File: src/rtl/vga_scroll_sequencer_pkg.sv
// vga_pkg: register offsets, STATUS bit positions, FSM states and the scroll step helper.
package vga_pkg;
  localparam logic [1:0] REG_SCROLL  = 2'd0;
  localparam logic [1:0] REG_AUTO    = 2'd1;
  localparam logic [1:0] REG_STATUS  = 2'd2;
  localparam logic [1:0] REG_CONTROL = 2'd3;
  localparam int ST_PENDING   = 0;
  localparam int ST_AUTO      = 1;
  localparam int ST_IRQ       = 2;
  localparam int ST_VBLANK    = 3;
  localparam int ST_FRAME_LSB = 16;
  localparam int CTRL_IRQ_EN  = 0;
  localparam int CTRL_CANCEL  = 1;
  typedef enum logic {IDLE, AUTO_RUN} state_t;
  // Row and column wrap independently in 5 bits, so a step of 31 moves by -1.
  function automatic logic [9:0] scroll_step(logic [9:0] s, logic [4:0] dy, logic [4:0] dx);
    logic [4:0] r;
    logic [4:0] c;
    r = s[9:5] + dy;
    c = s[4:0] + dx;
    return {r, c};
  endfunction
endpackage

File: src/rtl/vga_scroll_sequencer_if.sv
// vga_scroll_sequencer_if: CPU register bus between the processor and the scroll sequencer.
interface vga_scroll_sequencer_if;
  logic        cs;
  logic        read;
  logic        write;
  logic [1:0]  address;
  logic [31:0] data_in;
  logic [31:0] data_out;
  modport master (output cs, read, write, address, data_in, input data_out);
  modport slave  (input cs, read, write, address, data_in, output data_out);
endinterface

File: src/rtl/vga_scroll_sequencer_vblank_edge_sync.sv
// vblank_edge_sync: synchronises the VGA vertical-visible flag and pulses on its falling edge.
module vblank_edge_sync (
  input  logic clock,
  input  logic reset_n,
  input  logic async_i,
  output logic synced_o,
  output logic fall_o
);
  logic [2:0] sync_q;
  always_ff @(posedge clock or negedge reset_n)
    if (!reset_n) sync_q <= '1;
    else sync_q <= {sync_q[1:0], async_i};
  assign synced_o = sync_q[1];
  assign fall_o   = sync_q[2] & ~sync_q[1];
endmodule

File: src/rtl/vga_scroll_sequencer.sv
// vga_scroll_sequencer: commits CPU scroll writes and per-frame auto-scroll steps at vblank start.
module vga_scroll_sequencer
  import vga_pkg::*;
#(
  parameter int FRAME_COUNT_WIDTH = 16
) (
  input  logic                   clock,
  input  logic                   reset_n,
  input  logic                   v_visible_async,
  vga_scroll_sequencer_if.slave  bus,
  output logic [9:0]             scroll_out,
  output logic                   irq
);
  logic                         v_visible;
  logic                         vblank;
  logic [9:0]                   scroll_q, scroll_d;
  logic                         pend_q, pend_d;
  logic [9:0]                   pend_val_q, pend_val_d;
  state_t                       state_q, state_d;
  logic [4:0]                   dy_q, dy_d, dx_q, dx_d;
  logic [7:0]                   rem_q, rem_d;
  logic [FRAME_COUNT_WIDTH-1:0] frame_q, frame_d;
  logic                         irq_pend_q, irq_pend_d;
  logic                         irq_en_q, irq_en_d;
  logic [31:0]                  dout_q, dout_d;
  logic                         sc_wr, au_wr, st_wr, ct_wr, cancel;
  logic [31:0]                  status, rdata;
  vblank_edge_sync u_sync (
    .clock    (clock),
    .reset_n  (reset_n),
    .async_i  (v_visible_async),
    .synced_o (v_visible),
    .fall_o   (vblank)
  );
  assign sc_wr  = bus.cs & bus.write & (bus.address == REG_SCROLL);
  assign au_wr  = bus.cs & bus.write & (bus.address == REG_AUTO);
  assign st_wr  = bus.cs & bus.write & (bus.address == REG_STATUS);
  assign ct_wr  = bus.cs & bus.write & (bus.address == REG_CONTROL);
  assign cancel = ct_wr & bus.data_in[CTRL_CANCEL];
  always_comb begin
    status                                           = '0;
    status[ST_PENDING]                               = pend_q;
    status[ST_AUTO]                                  = state_q == AUTO_RUN;
    status[ST_IRQ]                                   = irq_pend_q;
    status[ST_VBLANK]                                = ~v_visible;
    status[ST_FRAME_LSB +: 16]                       = 16'(frame_q);
  end
  assign rdata = bus.address == REG_SCROLL ? {20'b0, scroll_q, 2'b0} :
                 bus.address == REG_AUTO   ? {8'b0, rem_q, 6'b0, dy_q, dx_q} :
                 bus.address == REG_STATUS ? status : {31'b0, irq_en_q};
  always_comb begin
    scroll_d   = scroll_q;
    pend_d     = pend_q;
    pend_val_d = pend_val_q;
    state_d    = state_q;
    dy_d       = dy_q;
    dx_d       = dx_q;
    rem_d      = rem_q;
    frame_d    = frame_q;
    irq_pend_d = irq_pend_q;
    irq_en_d   = irq_en_q;
    dout_d     = bus.cs && bus.read ? rdata : dout_q;
    // A manual value (pending or written this cycle) always beats the auto step.
    if (vblank) begin
      frame_d = frame_q + 1'b1;
      if (sc_wr || pend_q) begin
        scroll_d = sc_wr ? bus.data_in[11:2] : pend_val_q;
        pend_d   = 1'b0;
        state_d  = IDLE;
        rem_d    = '0;
      end else if (state_q == AUTO_RUN && !au_wr && !cancel) begin
        scroll_d = scroll_step(scroll_q, dy_q, dx_q);
        rem_d    = rem_q - 8'd1;
        state_d  = rem_q == 8'd1 ? IDLE : AUTO_RUN;
      end
    end
    if (sc_wr) begin
      pend_val_d = bus.data_in[11:2];
      pend_d     = ~vblank;
    end
    if (au_wr) begin
      dy_d    = bus.data_in[9:5];
      dx_d    = bus.data_in[4:0];
      rem_d   = bus.data_in[23:16];
      state_d = bus.data_in[23:16] != 8'd0 ? AUTO_RUN : IDLE;
    end
    if (st_wr && bus.data_in[ST_IRQ]) irq_pend_d = 1'b0;
    if (vblank && irq_en_q) irq_pend_d = 1'b1;
    if (ct_wr) begin
      irq_en_d = bus.data_in[CTRL_IRQ_EN];
      if (bus.data_in[CTRL_CANCEL]) begin
        state_d = IDLE;
        rem_d   = '0;
      end
    end
  end
  always_ff @(posedge clock or negedge reset_n)
    if (!reset_n) begin
      scroll_q   <= '0;
      pend_q     <= 1'b0;
      pend_val_q <= '0;
      state_q    <= IDLE;
      dy_q       <= '0;
      dx_q       <= '0;
      rem_q      <= '0;
      frame_q    <= '0;
      irq_pend_q <= 1'b0;
      irq_en_q   <= 1'b0;
      dout_q     <= '0;
    end else begin
      scroll_q   <= scroll_d;
      pend_q     <= pend_d;
      pend_val_q <= pend_val_d;
      state_q    <= state_d;
      dy_q       <= dy_d;
      dx_q       <= dx_d;
      rem_q      <= rem_d;
      frame_q    <= frame_d;
      irq_pend_q <= irq_pend_d;
      irq_en_q   <= irq_en_d;
      dout_q     <= dout_d;
    end
  assign bus.data_out = dout_q;
  assign scroll_out   = scroll_q;
  assign irq          = irq_pend_q & irq_en_q;
endmodule
File: src/flat_wrapper.sv
// flat-port wrapper written by rule: the top's interface ports become plain ports
module vga_scroll_sequencer_flat import vga_pkg::*;
#(
  parameter int FRAME_COUNT_WIDTH = 16
)
  (clock, reset_n, v_visible_async, scroll_out, irq, bus_cs, bus_read, bus_write, bus_address, bus_data_in, bus_data_out);
  vga_scroll_sequencer_if bus_i ();
  input  logic clock;
  input  logic reset_n;
  input  logic v_visible_async;
  output logic [9:0] scroll_out;
  output logic irq;
  input wire logic [$bits(bus_i.cs)-1:0] bus_cs;
  input wire logic [$bits(bus_i.read)-1:0] bus_read;
  input wire logic [$bits(bus_i.write)-1:0] bus_write;
  input wire logic [$bits(bus_i.address)-1:0] bus_address;
  input wire logic [$bits(bus_i.data_in)-1:0] bus_data_in;
  output wire logic [$bits(bus_i.data_out)-1:0] bus_data_out;
  assign bus_i.cs = bus_cs;
  assign bus_i.read = bus_read;
  assign bus_i.write = bus_write;
  assign bus_i.address = bus_address;
  assign bus_i.data_in = bus_data_in;
  assign bus_data_out = bus_i.data_out;
  vga_scroll_sequencer #(.FRAME_COUNT_WIDTH(FRAME_COUNT_WIDTH)) u_core (.clock(clock), .reset_n(reset_n), .v_visible_async(v_visible_async), .bus(bus_i), .scroll_out(scroll_out), .irq(irq));
endmodule
File: config.mk
export PLATFORM = sky130hd
export DESIGN_NAME = vga_scroll_sequencer_flat
export DESIGN_NICKNAME = d
export VERILOG_FILES = /design/src/rtl/vga_scroll_sequencer_pkg.sv /design/src/rtl/vga_scroll_sequencer_if.sv /design/src/rtl/vga_scroll_sequencer_vblank_edge_sync.sv /design/src/rtl/vga_scroll_sequencer.sv /design/src/flat_wrapper.sv
export SDC_FILE = /design/constraint.sdc
export NUM_CORES = 1
export LEC_CHECK = 0
export CAP_MARGIN = 20
export CORE_ASPECT_RATIO = 0.6
export CORE_MARGIN = 2
export CORE_UTILIZATION = 41
export DETAILED_ROUTE_END_ITERATION = 10
export GPL_TIMING_DRIVEN = 0
export PLACE_DENSITY = 0.63
export SYNTH_ARGS = -nofsm -noshare
export SYNTH_HDL_FRONTEND = slang
export SYNTH_SLANG_ARGS = --single-unit
File: constraint.sdc
create_clock -name clock -period 2.17 [get_ports clock]
set_input_delay 0.434 -clock clock [delete_from_list [all_inputs] [get_ports clock]]
set_output_delay 0.434 -clock clock [all_outputs]
set_load 0.03 [all_outputs]
==> key figures, run 1 <==
Place
  • Hpwl dp: 7982 um
  • Placement Setup Slack: -0.2295 ns
  • Post-place instance area: 5087 um2
  • IO Port Bufs: 65
  • Routability cong.: 0.8266

Die
  • Core outline area: 9950 um2
  • Initial core utilization: 0.4261
  • Die Ht: 82.76 um
  • Standard-cell rows: 28
  • IO Pins: 83
  • DIE AREA: 11190 um2
  • Die width: 135.3 um

Timing
  • Final min period: 2.022 ns
  • Worst hold slack: 0.1151 ns
  • Worst Tran Pin Value: 0.6644 ns
  • Worst slew margin: 0.5571
  • Worst setup margin: 0.1479 ns
  • RSZ-0062 raised after global routing: no
  • Final setup fails: 0
  • Worst Skew: 0.006595 ns
  • Tcrit/Tclk final: 0.9319
  • Fmax: 494.5 MHz
  • Final hold vios: 0
  • Final Slew Violations: 0

Layout
  • Ant diodes: 0
  • Layout area overhead: 26.83%
  • Final Util: 0.5404
  • Layout net count: 544
  • Final instance area: 5376 um2
  • Fraction of layout cells with a size suffix above 1: 0.09879

Pwr
  • LEAKAGE: 0.002342 uW
  • Peak VDD IR: 0.5258 mV
  • Pwr dens: 1105 nW/um2

Critical path
  • Crit-path max FO: 10
  • Setup crit start kind: primary input
  • Crit path kind: primary input to register
  • R2R depth: 6
  • Worst path arrival time: 2.22 ns
  • WP data required: 2.37 ns
  • Worst Setup End Kind: register

Global routing
  • Initial antenna violation count: 0
  • All-Layer GR Usage: 0.2128
  • Number of global-route vias before repair: 3207
  • Largest net degree at the start of global routing: 54
  • Global-route wire length before repair: 17660 um
  • Grt total ovfl: 0

Drt
  • DRC errors left: 0
  • DRT iter0 DRCs: 296
  • Number of routed nets with antenna violations: 0
  • DR vias/cell: 5.312
  • Total routed wirelength: 10640 um
  • Drt first pass iters: 5
  • WL per Instance: 16.86 um
  • Via count of the routed design: 3352

Synthesis
  • Post-synth top area cell: dfrtp_1
  • Cell variety after synth: 42
  • Synth area leaders: dfrtp_1, nand2_1, o21ai_0, xnor2_1, ha_1
  • Post-Synth Adder-Cell Area: 0.04191
  • Synth Area in Compound Gates: 0.1249
  • Main combinational cell family by area after synthesis: simple AND/OR/NAND/NOR gates
  • Synth Flop Type: dfrtp_1
  • Multiplexer share of the synthesized area: 0.05549
  • Synth async-reset ratio: 1.000
  • Post-Synth XOR/XNOR Area: 0.05785
  • Number of synthesized register bits: 89
  • Avg Synthesized Cell Area: 10.31 um2
  • Warnings, synthesis: 0
  • Post-synth EDFFs: 0
  • Simple-Gate Fraction of Synth Area: 0.1570
  • Top-area cell type share of the netlist area: 0.5077
  • Post-synthesis sequential area ratio: 0.5263
  • Post-Syn Instances: 411
  • Synthesized area: 4239 um2

Clocking
  • CTS tree: yes
  • Num CTS Buffers: 9
  • H-Tree Depth: 3
  • Clk_lat worst skew: 0.35 ns
  • Root Driver: clkbuf_16
  • CTS max path bufs: 2
  • Num Clock Sinks: 89
  • CTS clk-pin slew, worst paths: 0.07 ns

Job
  • Max-cap violations: 0

Hold path
  • Hold Crit Class: primary input to async pin

Status
  • Status: complete, no violations
==> cell families after synthesis <==
family / count (synthesis)
flip-flops: 89
AND/OR/NAND/NOR: 143
AO/OA/AOI/OAI: 84
buffers and inverters: 31
other: 1
XOR/XNOR: 28
adder cells (fa/ha/maj): 13
multiplexers: 22
==> worst max-delay path, stage by stage <==
cell and delay (ns):
clkdlybuf4s50_1 0.49, buf_2 0.24, nor2b_1 0.22, and2_1 0.17, clkbuf_1 0.48, o21ai_0 0.18
==> area by class of cell <==
| class | instances | area [um2] |
|---|---|---|
| clock buffer | 9 | 225.2 |
| clock inverter | 7 | 62.56 |
| timing repair buffer | 66 | 668.1 |
| inverter | 8 | 30.03 |
| fill | 931 | 4573 |
| multi-input combinational | 294 | 1868 |
| tap | 135 | 168.9 |
| buffer | 23 | 122.6 |
| sequential | 89 | 2231 |
==> cells in the final DEF (no fill, tap or decap), drive strengths merged, types with 4 or more instances in the layout <==
cell type,instances
o211ai,4
dfrtp,86
nand2,70
o21ai,36
nor2b,4
clkdlybuf4s50,64
a21oi,12
xnor2,17
conb,4
mux2,12
nand3,13
mux2i,10
clkbuf,21
nand4,8
nand2b,4
buf,13
inv,11
ha,11
a22oi,12
nor2,25
a22o,11
xor2,11
==> state kept, by name, indices dropped and copies added (netlist names) <==
| name | flops |
|---|---|
| u_core.bus.data_out | 28 |
| u_core.frame_q | 16 |
| u_core.pend_val_q | 10 |
| u_core.scroll_out | 10 |
| u_core.rem_q | 8 |
| u_core.dx_q | 5 |
| u_core.dy_q | 5 |
| u_core.u_sync.sync_q | 3 |
| u_core.irq_en_q | 1 |
| u_core.irq_pend_q | 1 |
| u_core.pend_q | 1 |
| u_core.state_q | 1 |
==> stage by stage <==
stage / TNS (ns) / total power (uW) / cells
global placement: -232.11 / 4367 / 614
finish: 0 / 5939 / 631
global route: 0 / 6314 / 631
floorplan: 0 / 3639 / 414
detailed placement: -5.873 / 4425 / 615
CTS: 0 / 5949 / 631
==> repair_timing <==
action / 4_1_cts / 5_1_grt
buffers inserted: 0 / 0
resized for setup: 0 / 4
setup endpoints to repair: 0 / 10
hold buffers: 0 / 0
==> cell usage after synthesis (2+ instances only) <==
| cell type | instances |
|---|---|
| o22ai_1 | 2 |
| nand3b_1 | 2 |
| clkbuf_1 | 12 |
| a22o_1 | 11 |
| ha_1 | 11 |
| xor2_1 | 11 |
| dfstp_2 | 3 |
| nand4_1 | 8 |
| buf_4 | 6 |
| nor4_1 | 3 |
| a21oi_1 | 11 |
| nor3_1 | 3 |
| buf_2 | 4 |
| inv_1 | 8 |
| fa_1 | 2 |
| a22oi_1 | 12 |
| nor2_1 | 25 |
| o211ai_1 | 4 |
| and4_1 | 2 |
| o21ai_0 | 36 |
| nor2b_1 | 4 |
| nand2b_1 | 4 |
| dfrtp_1 | 86 |
| xnor2_1 | 17 |
| and2_1 | 3 |
| mux2i_1 | 10 |
| mux2_2 | 12 |
| a21o_1 | 2 |
| or4_1 | 2 |
| or2_2 | 2 |
| nand3_1 | 13 |
| nand2_1 | 70 |
==> layer usage <==
layer  share of wire  up-vias  global-route usage
met4          0.0093        0             0.05000
met3           0.064       10             0.05189
met2            0.39      102              0.2888
met1            0.53     1658              0.3351
li1                -     1582                   -
met5               0        -                   0
==> final timing paths <==
| path | from | end | slack [ns] |
|---|---|---|---|
| min | reset_n | u_core.bus.data_out[4] | 0.12 |
| min reg2reg | u_core.u_sync.sync_q[0] | u_core.u_sync.sync_q[1] | 0.36 |
| max in group asynchronous | reset_n | u_core.u_sync.sync_q[0] | 1.36 |
| min in group clock | u_core.u_sync.sync_q[0] | u_core.u_sync.sync_q[1] | 0.36 |
| max | bus_address[1] | u_core.dx_q[1] | 0.15 |
| max reg2reg | u_core.u_sync.sync_q[2] | u_core.frame_q[13] | 0.21 |
==> power by group <==
group,internal (uW),switching [uW]
Clock,798,717
Combinational,876,1110
Sequential,2030,404
Note: power is estimated with default switching activity, not from simulation.
==> inputs of run 2 (changes only) <==
ABC_AREA = 1   (was not set)
CTS_CLUSTER_DIAMETER = 40   (was not set)
PLACE_DENSITY = 0.62   (was 0.63)
==> run 2 against run 1 <==
Effect of this change:
- die area up 2.9%
- count of clock-buffer cells in the layout up 2
- sequential share of layout area fell by 1.5 points
- total power barely moved
- critical path depth increased by 2
- routed wire length rose by 6.2%
- sequential power shrank 5%
- combinational power is essentially flat
- area after synthesis is 3.0% higher
- cell count increased by 14%
==> key figures, run 2 <==
Global routing
  • Global-route wire length before repair: 18690 um
  • All-Layer GR Usage: 0.2121
  • Largest net degree at the start of global routing: 51
  • Number of global-route vias before repair: 3535
  • Initial antenna violation count: 0
  • Grt total ovfl: 0

Synthesis
  • Post-synthesis sequential area ratio: 0.5107
  • Post-synth EDFFs: 0
  • Post-Syn Instances: 491
  • Cell variety after synth: 37
  • Top-area cell type share of the netlist area: 0.4927
  • Count leader, synth: nand2_1
  • Avg Synthesized Cell Area: 8.896 um2
  • Post-synth top area cell: dfrtp_1
  • Warnings, synthesis: 0
  • Synth async-reset ratio: 1.000
  • Synthesized area: 4368 um2
  • Synth Flop Type: dfrtp_1
  • Number of synthesized register bits: 89
  • Top post-synthesis cells by count: nand2_1, dfrtp_1, inv_1, nand3_1, o21ai_0
  • Synth area leaders: dfrtp_1, nand2_1, inv_1, xor2_1, nand3_1

Timing
  • RSZ-0062 raised after global routing: yes
  • Worst Skew: 0.009904 ns
  • Worst hold slack: 0.06215 ns
  • Worst Tran Pin Value: 0.5949 ns
  • Final Slew Violations: 0
  • Final min period: 2.090 ns
  • Tcrit/Tclk final: 0.9632
  • Setup_tns: 0 ns
  • Fmax: 478.4 MHz
  • Worst slew margin: 0.6004
  • Final hold vios: 0
  • Final setup fails: 0

Drt
  • Total routed wirelength: 11300 um
  • Number of routed nets with antenna violations: 0
  • Via count of the routed design: 3682
  • Drt first pass iters: 7
  • DR vias/cell: 5.135
  • DRC errors left: 0
  • WL per Instance: 15.75 um
  • DRT iter0 DRCs: 235

Clocking
  • H-Tree Depth: 3
  • Root Driver: clkbuf_16
  • CTS tree: yes
  • CTS clk-pin slew, worst paths: 0.07 ns
  • Clk_lat worst skew: 0.35 ns
  • Num Clock Sinks: 89
  • Hold bufs inserted after CTS: 0
  • CTS max path bufs: 2
  • Num CTS Buffers: 9

Critical path
  • Max incr delay on CP: 0.64 ns
  • Worst Setup End Kind: register
  • Cell mode on critical path: nor2_4
  • Critical path's slowest cell: clkdlybuf4s50_1
  • WP data required: 2.39 ns
  • Worst path arrival time: 2.31 ns
  • Setup crit start kind: primary input
  • Worst path cell trace: clkdlybuf4s50_1 > nor2_4 > nand2_4 > inv_2 > nor2_4 > inv_1 > o211ai_1 > o21ai_1
  • Crit path kind: primary input to register
  • Crit-path max FO: 10

Hold path
  • Hold Crit Class: primary input to async pin

Layout
  • Final instance area: 5574 um2
  • Commonest non-fill, non-tap cells in the layout: nand2_1, dfrtp_1, clkdlybuf4s50_1
  • Fraction of layout cells with a size suffix above 1: 0.09170
  • Layout area overhead: 27.61%
  • Layout net count: 626
  • Fin cells: 717
  • Commonest non-fill, non-tap cell in the layout: nand2_1
  • Largest register FFs: 28
  • Ant diodes: 0

Job
  • Max-cap violations: 0

Die
  • Initial core utilization: 0.4165
  • Core outline area: 10490 um2
  • Standard-cell rows: 29
  • DIE AREA: 11520 um2
  • Die Ht: 83.95 um
  • IO Pins: 83
  • Die width: 137.3 um

Place
  • Post-place instance area: 5239 um2
  • IO Port Bufs: 66
  • Cells after DPL: 700
  • Hpwl dp: 8677 um
  • Routability cong.: 0.8622

Status
  • Status: complete, no violations

Pwr
  • LEAKAGE: 0.002622 uW
  • Pwr dens: 1066 nW/um2
  • Peak VDD IR: 0.5491 mV
[run 2: cell types whose count changed in the layout (fill, tap and decap cells not counted), moves of 7 or more]
| cell | change |
|---|---|
| a22oi_1 | -12 |
| o211ai_1 | +11 |
| a22o_1 | -11 |
| inv_1 | +47 |
| xnor2_1 | -16 |
| nand3_1 | +20 |
| xor2_1 | +11 |
| a21oi_1 | +8 |
| nand2_1 | +47 |
| clkbuf_1 | -7 |
| mux2i_1 | -10 |
| mux2_2 | -12 |
[run 2: per-stage QoR]
step / util / setup WS, ns / power [uW]
2_1_floorplan: - / 0.3740 / 3529
3_5_place_dp: 0.4996 / -0.3493 / 4311
4_1_cts: 0.5294 / 0.007833 / 5947
3_3_place_gp: 0.4972 / -2.592 / 4245
6_report: 0.5316 / 0.07975 / 5940
5_1_grt: 0.5316 / -0.02098 / 6287
[run 2: cells by family (layout without fill, tap and decap cells)]
logic type	after synthesis	count (layout)	synth area share
AND/OR/NAND/NOR	205	205	0.2103
flip-flops	89	89	0.5107
AO/OA/AOI/OAI	85	85	0.1172
buffers and inverters	75	159	0.07419
XOR/XNOR	23	23	0.04612
adder cells (fa/ha/maj)	13	13	0.04068
other	1	4	0.0008585
[run 2: path summary, 6_finish.rpt]
path | startpoint | endpoint | slack, ns | cells after the start
max | bus_address[0] | u_core.scroll_out[9] | 0.08 | 8
min in group clock | u_core.u_sync.sync_q[0] | u_core.u_sync.sync_q[1] | 0.36 | 0
max reg2reg | u_core.scroll_out[5] | u_core.scroll_out[9] | 0.22 | 7
min | reset_n | u_core.scroll_out[9] | 0.06 | 1
max in group asynchronous | reset_n | u_core.u_sync.sync_q[0] | 1.42 | 2
min reg2reg | u_core.u_sync.sync_q[0] | u_core.u_sync.sync_q[1] | 0.36 | 0
[run 2: timing repair]
| item | in CTS | in global routing |
|---|---|---|
| resized for setup | 0 | 5 |
| buffers inserted | 0 | 1 |
| setup endpoints to repair | 0 | 16 |
[run 2: area by class of cell]
class | count | area [um2]
multi-input cells | 330 | 1834
well taps | 139 | 173.9
fillers | 965 | 4912
flip-flops and latches | 89 | 2231
repair buffers | 68 | 695.7
inverters | 60 | 225.2
clock buffers | 11 | 252.7
clock inverters | 5 | 60.06
plain buffers | 15 | 101.3
[run 2: routing by layer]
metal | vias up | routed length, um | GRT usage
met5 | - | 0 | 0
met4 | 0 | 126 | 0.03749
met3 | 20 | 806 | 0.05768
met2 | 125 | 4414 | 0.2786
met1 | 1758 | 5947 | 0.3444
li1 | 1779 | - | -
[run 2: critical path: cells and delay by family]
kind	cells	cell delay (ns)
buffers and inverters	3	0.95
and+or+nand+nor	3	0.54
AOI/OAI and AO/OA	2	0.37
[run 2: where the power goes]
part	switching (uW)	total (uW)	internal (uW)
registers	305	2310	2000
logic	1210	2000	787
clock network	673	1630	962
==> inputs of run 3 (changes only) <==
CORE_UTILIZATION = 52   (was 41)
PLACE_DENSITY = 0.77   (was 0.62)
==> run 3 against run 2 <==
Effect of this change:
- first-iteration DRC count is 30% higher
- clock skew is 0.0052 ns lower
- utilization is 16 points higher
- total power is 1.0% lower
- critical path type unchanged
- critical endpoint is now u_core.bus.data_out[17]
- highest routed layer unchanged
==> key figures, run 3 (synthesized netlist as in run 2, its figures left out) <==
Critical path
  • Worst path arrival time: 2.31 ns
  • Worst setup endpoint: u_core.bus.data_out[17]
  • Worst Setup End Kind: register
  • Reg-to-reg endpoint: u_core.frame_q[12]
  • Worst reg2reg path startpoint: u_core.u_sync.sync_q[2]
  • R2R setup slack: 0.22 ns
  • Setup crit start kind: primary input
  • Crit-path max FO: 10
  • Setup crit start: bus_cs
  • Crit path kind: primary input to register
  • WP data required: 2.42 ns
  • R2R depth: 8

Timing
  • Tcrit/Tclk final: 0.9490
  • Final hold vios: 0
  • Worst Skew: 0.004735 ns
  • RSZ-0062 raised after global routing: no
  • Final min period: 2.059 ns
  • Final Slew Violations: 0
  • Fmax: 485.6 MHz
  • Worst slew margin: 0.5847
  • Worst Tran Pin Value: 0.6182 ns
  • Final setup fails: 0

Global routing
  • Grt total ovfl: 0
  • Largest net degree at the start of global routing: 53
  • Met2 usage: 0.3710
  • Most used routing layer: met1
  • Global-route wire length before repair: 17690 um
  • All-Layer GR Usage: 0.2581
  • Met1 usage: 0.3875
  • Number of global-route vias before repair: 3564
  • Initial antenna violation count: 0
  • Met3 Resource Use GR: 0.06515

Pwr
  • Net Switching: 2138 uW
  • Comb power frac: 0.338
  • Pwr dens: 1066 nW/um2
  • LEAKAGE: 0.002602 uW
  • Clock network fraction of total power: 0.271
  • Pint: 3740 uW
  • Net Sw Frac: 0.3638
  • Peak VDD IR: 0.6172 mV
  • Sequential cell fraction of total power: 0.391

Hold path
  • Hold Crit Class: primary input to async pin

Layout
  • Ant diodes: 0
  • Largest register FFs: 28
  • Commonest non-fill, non-tap cell in the layout: nand2_1
  • Final instance area: 5513 um2
  • Fin cells: 685
  • Commonest non-fill, non-tap cells in the layout: nand2_1, dfrtp_1, clkdlybuf4s50_1
  • Fillers: 672
  • Layout area overhead: 26.21%
  • Fraction of layout cells with a size suffix above 1: 0.08492
  • Layout net count: 625

Die
  • IO Pins: 83
  • DIE AREA: 9173 um2
  • Die width: 122.3 um
  • Core outline area: 8008 um2
  • Standard-cell rows: 25
  • Die Ht: 74.99 um
  • Initial core utilization: 0.5455

Drt
  • DR vias/cell: 5.445
  • Number of routed nets with antenna violations: 0
  • Total routed wirelength: 10920 um
  • DRC errors left: 0
  • Drt first pass iters: 5
  • Via count of the routed design: 3730
  • DRT iter0 DRCs: 306
  • WL per Instance: 15.94 um

Clocking
  • Num Clock Sinks: 89
  • CTS tree: yes
  • CTS clk-pin slew, worst paths: 0.06 ns
  • CTS max path bufs: 2
  • Root Driver: clkbuf_16
  • Num CTS Buffers: 9
  • H-Tree Depth: 3
  • Clk_lat worst skew: 0.34 ns

Place
  • Hpwl dp: 8200 um
  • IO Port Bufs: 66
  • Cells after DPL: 669
  • Routability cong.: 0.8938
  • Post-place instance area: 5200 um2

Status
  • Status: complete, no violations

Job
  • Max-cap violations: 0
run 3: cell types whose count changed in the layout (fill, tap and decap cells not counted), sizes merged:
cell / previous run / this run
inv: 61 / 59
dlymetal6s2s: 1 / 0
clkinv: 2 / 3
clkdlybuf4s50: 64 / 65
run 3: per-stage QoR:
stage	hold WS, ns	power [uW]	TNS (ns)	setup slack, ns	utilization
floorplan	0.1384	3529	0	0.3740	-
global placement	0.3474	4220	-222.89	-2.491	0.6463
detailed placement	0.3522	4281	-5.863	-0.2819	0.6494
CTS	0.06938	5879	0	0.06989	0.6878
global route	0.08974	6217	0	0.01011	0.6884
finish	0.05354	5878	0	0.1106	0.6884
run 3: how the worst min path moves through the flow:
stage / cells after the start / to / slack, ns
floorplan: 0 / u_core.bus.data_out[0] / 0.14
global placement: 0 / u_core.u_sync.sync_q[1] / 0.35
detailed placement: 0 / u_core.u_sync.sync_q[1] / 0.35
CTS: 1 / u_core.scroll_out[9] / 0.07
global route: 1 / u_core.scroll_out[9] / 0.09
finish: 1 / u_core.scroll_out[9] / 0.05
run 3: area by class of cell:
type                       instances  area [um2]  share of cell area
sequential                        89        2231              0.4047
multi-input combinational        330        1829              0.3318
timing repair buffer              67       685.7              0.1244
clock buffer                      12       256.5             0.04653
inverter                          60       225.2             0.04085
tap                              108       135.1             0.02451
buffer                            15       98.84             0.01793
clock inverter                     4       51.30            0.009305
run 3: layer usage:
metal  share of wire  wire [um]
met5               0          0
met4           0.011        121
met3           0.076        826
met2            0.41       4521
met1            0.50       5453
run 3: timing repair:
action / in CTS / in global routing
buffers inserted: 0 / 0
endpoints found under the setup margin: 0 / 3
gates resized for setup: 0 / 1
hold buffers: 0 / 0
run 3: power by group through the flow:
stage | sequential, uW | clock (uW) | combinational, uW
2_1_floorplan | 2560 | 0 | 973
3_3_place_gp | 2310 | 0 | 1910
3_5_place_dp | 2320 | 0 | 1960
4_1_cts | 2290 | 1610 | 1980
5_1_grt | 2340 | 1690 | 2190
6_report | 2300 | 1590 | 1990
run 3: worst max-delay path, cell delays in order:
cell and delay [ns]:
clkdlybuf4s50_1 0.47, nand2_1 0.30, inv_1 0.23, buf_2 0.30, nand2_1 0.29, o211ai_1 0.26
